### src/rtl/adc_code_decimator.sv
// Frame decimator for ADC codes: sums 2^LOG2_N samples and reports sum, mean,
// clip count and optionally min/max (build with ADC_DECIM_MINMAX_EN).
module adc_code_decimator #(
    parameter int B      = 8,
    parameter int LOG2_N = 4
) (
    input  logic                clock,
    input  logic                reset,
    input  logic                clear,
    input  logic                in_valid,
    input  logic [B-1:0]        in_code,
    output logic                out_valid,
    input  logic                out_ready,
    output logic [B+LOG2_N-1:0] out_sum,
    output logic [B-1:0]        out_mean,
    output logic [LOG2_N:0]     out_clip,
    output logic [B-1:0]        out_min,
    output logic [B-1:0]        out_max,
    output logic                overrun
);

    localparam int SW = B + LOG2_N;
    localparam int CW = LOG2_N + 1;

    logic [LOG2_N-1:0] cntQ, cntD;
    logic [SW-1:0]     accQ, accD, accNext;
    logic [CW-1:0]     clipQ, clipD, clipNext;
    logic              outValidQ, outValidD;
    logic [SW-1:0]     outSumQ, outSumD;
    logic [CW-1:0]     outClipQ, outClipD;
    logic              overrunQ, overrunD;

    logic isFirst, isLast, isClip, frameDone, transfer, canLoad;

    assign isFirst   = (cntQ == '0);
    assign isLast    = (cntQ == '1);
    assign isClip    = (in_code == {B{1'b1}});
    assign frameDone = in_valid & isLast;
    assign transfer  = outValidQ & out_ready;
    assign canLoad   = ~outValidQ | out_ready;

    // The first sample of a frame seeds the running values instead of combining.
    assign accNext  = (isFirst ? '0 : accQ) + {{LOG2_N{1'b0}}, in_code};
    assign clipNext = (isFirst ? '0 : clipQ) + {{LOG2_N{1'b0}}, isClip};

    always_comb begin
        cntD      = cntQ;
        accD      = accQ;
        clipD     = clipQ;
        outValidD = outValidQ;
        outSumD   = outSumQ;
        outClipD  = outClipQ;
        overrunD  = overrunQ;
        if (clear) begin
            cntD      = '0;
            accD      = '0;
            clipD     = '0;
            outValidD = 1'b0;
            outSumD   = '0;
            outClipD  = '0;
            overrunD  = 1'b0;
        end else begin
            if (in_valid) begin
                cntD  = cntQ + 1'b1;
                accD  = accNext;
                clipD = clipNext;
            end
            if (transfer) begin
                outValidD = 1'b0;
            end
            // A completed frame wins over the transfer; if the holder stays full it is dropped.
            if (frameDone) begin
                if (canLoad) begin
                    outValidD = 1'b1;
                    outSumD   = accNext;
                    outClipD  = clipNext;
                end else begin
                    overrunD = 1'b1;
                end
            end
        end
    end

    always_ff @(posedge clock or posedge reset) begin
        if (reset) begin
            cntQ      <= '0;
            accQ      <= '0;
            clipQ     <= '0;
            outValidQ <= 1'b0;
            outSumQ   <= '0;
            outClipQ  <= '0;
            overrunQ  <= 1'b0;
        end else begin
            cntQ      <= cntD;
            accQ      <= accD;
            clipQ     <= clipD;
            outValidQ <= outValidD;
            outSumQ   <= outSumD;
            outClipQ  <= outClipD;
            overrunQ  <= overrunD;
        end
    end

    assign out_valid = outValidQ;
    assign out_sum   = outSumQ;
    assign out_mean  = outSumQ[SW-1:LOG2_N];
    assign out_clip  = outClipQ;
    assign overrun   = overrunQ;

`ifdef ADC_DECIM_MINMAX_EN
    logic [B-1:0] minQ, minD, maxQ, maxD, minNext, maxNext;
    logic [B-1:0] outMinQ, outMinD, outMaxQ, outMaxD;
    logic         frameLoad;

    assign frameLoad = frameDone & canLoad & ~clear;
    assign minNext   = (isFirst || (in_code < minQ)) ? in_code : minQ;
    assign maxNext   = (isFirst || (in_code > maxQ)) ? in_code : maxQ;

    // Trackers follow the same clear/load rules as the sum and clip paths.
    always_comb begin
        minD    = minQ;
        maxD    = maxQ;
        outMinD = outMinQ;
        outMaxD = outMaxQ;
        if (clear) begin
            minD    = '0;
            maxD    = '0;
            outMinD = '0;
            outMaxD = '0;
        end else begin
            if (in_valid) begin
                minD = minNext;
                maxD = maxNext;
            end
            if (frameLoad) begin
                outMinD = minNext;
                outMaxD = maxNext;
            end
        end
    end

    always_ff @(posedge clock or posedge reset) begin
        if (reset) begin
            minQ    <= '0;
            maxQ    <= '0;
            outMinQ <= '0;
            outMaxQ <= '0;
        end else begin
            minQ    <= minD;
            maxQ    <= maxD;
            outMinQ <= outMinD;
            outMaxQ <= outMaxD;
        end
    end

    assign out_min = outMinQ;
    assign out_max = outMaxQ;
`else
    assign out_min = '0;
    assign out_max = '0;
`endif

endmodule

### config.mk
export PLATFORM = sky130hd
export DESIGN_NAME = adc_code_decimator
export DESIGN_NICKNAME = d
export VERILOG_FILES = /design/src/rtl/adc_code_decimator.sv
export SDC_FILE = /design/constraint.sdc
export NUM_CORES = 1
export LEC_CHECK = 0
export CORE_MARGIN = 2
export CORE_UTILIZATION = 43
export CTS_BUF_LIST = sky130_fd_sc_hd__clkbuf_4 sky130_fd_sc_hd__clkbuf_8
export CTS_CLUSTER_SIZE = 30
export DETAILED_ROUTE_END_ITERATION = 6
export PLACE_DENSITY = 0.8
export SETUP_SLACK_MARGIN = 0.2
export SYNTH_ARGS = -nofsm -noshare
export SYNTH_HDL_FRONTEND = slang
export SYNTH_SLANG_ARGS = --single-unit
### constraint.sdc
create_clock -name clock -period 2.95 [get_ports clock]
set_clock_uncertainty 0.1 [all_clocks]
set_input_delay 0.59 -clock clock [delete_from_list [all_inputs] [get_ports clock]]
set_output_delay 0.59 -clock clock [all_outputs]
set_load 0.1 [all_outputs]
==> metrics.yaml, run 1 <==
outcome: "completed"
crit_start: "cntQ[1]"
start_util: 0.440
ioPinCount: 56
grt_pass1_vias: 2381
grt_max_degree: 41
grt_overflow: 0
synth_flop_cell: "dfrtp_1"
final_core_util: 0.552
cp_cell_sequence: "inv_1 -> ha_2 -> or3b_4 -> and2_4 -> ha_4 -> fa_2 -> nand3_4 -> a21oi_4 -> or4b_4 -> o311ai_2"
timing.fmax_mhz: 359
die_height_um: 84.4
routed_wl_um: 7140
drtIter0Drc: 203
synth_top_area_frac: 0.360
nets: 377
setup_viol: 0
final_layout_size_suffix_gt1_frac: 0.267
peakVddDrop_uv: 267
arrival_ns: 2.89
rsz0062_at_grt: "yes"
grt_pass1_wl_um: 11300
insertion_delay_ns: 0.30
post-route-period-util: 0.945
antenna_found_initial: 0
critPathLaunchType: "register"
ys_types: 62
die_x_um: 84.4
critPathSlowestCell: "or4b_4"
p_per_area_mw_per_mm2: 410
hp-class: "reg2reg"
cp.buffers_inverters: 1
track_usage: 0.196
wl_per_cell_um: 16.7
synth_warnings: 0
final_cell_mix: "44 x buf_4, 40 x dfrtp_1, 29 x nor2_1"
syn_to_final_growth_pct: 25.4
path_delay_family: "simple AND/OR/NAND/NOR gates"
die_area_mm2: 0.00712
ys_seq_elements: 40
synth_area_leader_cell: "dfrtp_1"
row_count: 29
drv_slew: 0
fin_tns_setup_ns: 0
synth_area_leaders: "dfrtp_1 36%, buf_4 6.8%, ha_1 5.4%, nor2_1 3.9%, a21oi_1 3.4%"
ctsHoldBuffers: 0
numCtsBuffers: 5
drv_cap: 0
vias: 2516
cp_data_required_time_ns: 3.06
dp_hpwl_um: 4590
crit_path_end_kind: "register"
avgSynthCellArea_um2: 8.82
io_buffers: 39
hold_viol_final: 0
cp.depth: 10
reg2reg_slack_ns: 0.16
max_slew.worst_pin.slew_ns: 0.522
final_common_cell: "buf_4"
via_per_inst: 5.86
syn_inst: 315
criticalPathCategory: "reg2reg"
reg2reg_to: "accQ[6]"
synth_area_mm2: 0.00278
cts_buffer_depth: 2
drc_errors: 0
drtPass1Iterations: 4
cp-endpoint: "accQ[6]"
path_clk_slew_ns: 0.09
diodes: 0
antenna_left: 0
fill_cells: 570
core_area_mm2: 0.00631
synth-seq-area-share: 0.360
r2r-start: "cntQ[1]"
synth_edf_count: 0
cpPeakStageDelay_ns: 0.49
slew_headroom: 0.651
leakagePower_uw: 0.00160
cts_sinks: 40
tritoncts: "yes"
min_period_ns: 2.79
htreeDepth: 2
crit_fanout: 7
r2r_cells: 10
ys_async_sr_fraction: 1.00
routabilityCongestion: 0.899
clockRootBuffer: "clkbuf_8"
[worst min-delay path by stage]
stage,from,endpoint,slack [ns],depth (start not counted)
detailed placement,out_clip[4],out_clip[4],0.40,2
global route,out_clip[4],out_clip[4],0.43,2
floorplan,accQ[1],accQ[1],0.38,2
CTS,out_clip[4],out_clip[4],0.42,2
finish,out_clip[4],out_clip[4],0.42,2
global placement,overrun,overrun,0.39,2
[kinds of logic after synthesis]
logic type	share of synthesized area
AOI/OAI and AO/OA	0.188
adders and majority gates	0.0612
DFF	0.360
muxes	0.0257
other	0.00135
buffers and inverters	0.108
and+or+nand+nor	0.234
xor gates and xnor gates	0.0221
[tightest hold or removal path: stages (launching register included)]
cell	delay (ns)
dfrtp_1	0.36
nand3_1	0.07
o41ai_1	0.06
[where the power goes]
group	internal [uW]	switching, uW	leakage, uW	total, uW
Clock	261	212	0.0000586	473
Sequential	560	7.43	0.000552	568
Combinational	130	259	0.000986	389
[registers in the layout, indices dropped and copies added (netlist names)]
name       count
overrun        1
out_clip       5
out_sum       12
out_valid      1
clipQ          5
accQ          12
cntQ           4
[synth_stat cells, drive strengths merged (4+ instances only)]
cell type and n:
dfrtp 40, buf 31, nor2 29, a21oi 20, nand2 19, nand3 19, ha 12, clkbuf 11
inv 10, and2 8, nand4 8, a211oi 7, nor3 7, mux2i 6, nand2b 6, o21ai 6
a21o 5, o2111ai 5, or4 5, xor2 5, nor3b 4, o211ai 4
[what timing repair did]
action / 4_1_cts / 5_1_grt
setup buffers: 3 / 6
pin swaps: 2 / 5
endpoints found under the setup margin: 14 / 16
resized for setup: 3 / 22
hold endpoints to repair: 0 / 0
[metal layers]
metal / part of all wire / vias to the layer above / wire [um] / global-route usage
met4: 0.020 / 0 / 141 / 0.0592
li1: - / 1180 / - / -
met1: 0.42 / 1225 / 2980 / 0.254
met2: 0.49 / 95 / 3530 / 0.334
met5: 0 / - / 0 / 0
met3: 0.070 / 16 / 497 / 0.0364
[cell type report]
type / instances / area (um2) / share of cell area
Sequential cell: 40 / 1000 / 0.287
Inverter: 11 / 41.3 / 0.0118
Tap cell: 77 / 96.3 / 0.0276
Clock inverter: 2 / 35.0 / 0.0101
Timing Repair Buffer: 56 / 450 / 0.129
Multi-Input combinational cell: 237 / 1780 / 0.512
Clock buffer: 6 / 76.3 / 0.0219
[metrics by stage]
step	instance area [um2]	power, uW	hold WS [ns]	setup WS, ns	std cells
floorplan	2980	871	0.378	0.0751	330
global placement	3180	911	0.392	0.198	412
detailed placement	3180	918	0.400	0.0723	412
CTS	3330	1390	0.419	0.200	423
global route	3480	1480	0.432	0.0867	429
finish	3480	1430	0.421	0.163	429
No activity file was read; power rests on OpenSTA's default activity.
==> inputs of run 2 (changes only) <==
Settings changed: ABC_AREA set to 0.
==> results of run 2 <==
No change in the layout: final DEF, timing and power equal those of run 1.
==> inputs of run 3 (changes only) <==
Settings changed: SKIP_LAST_GASP set to 1.
==> results of run 3 <==
No change in the layout: final DEF, timing and power equal those of run 1.
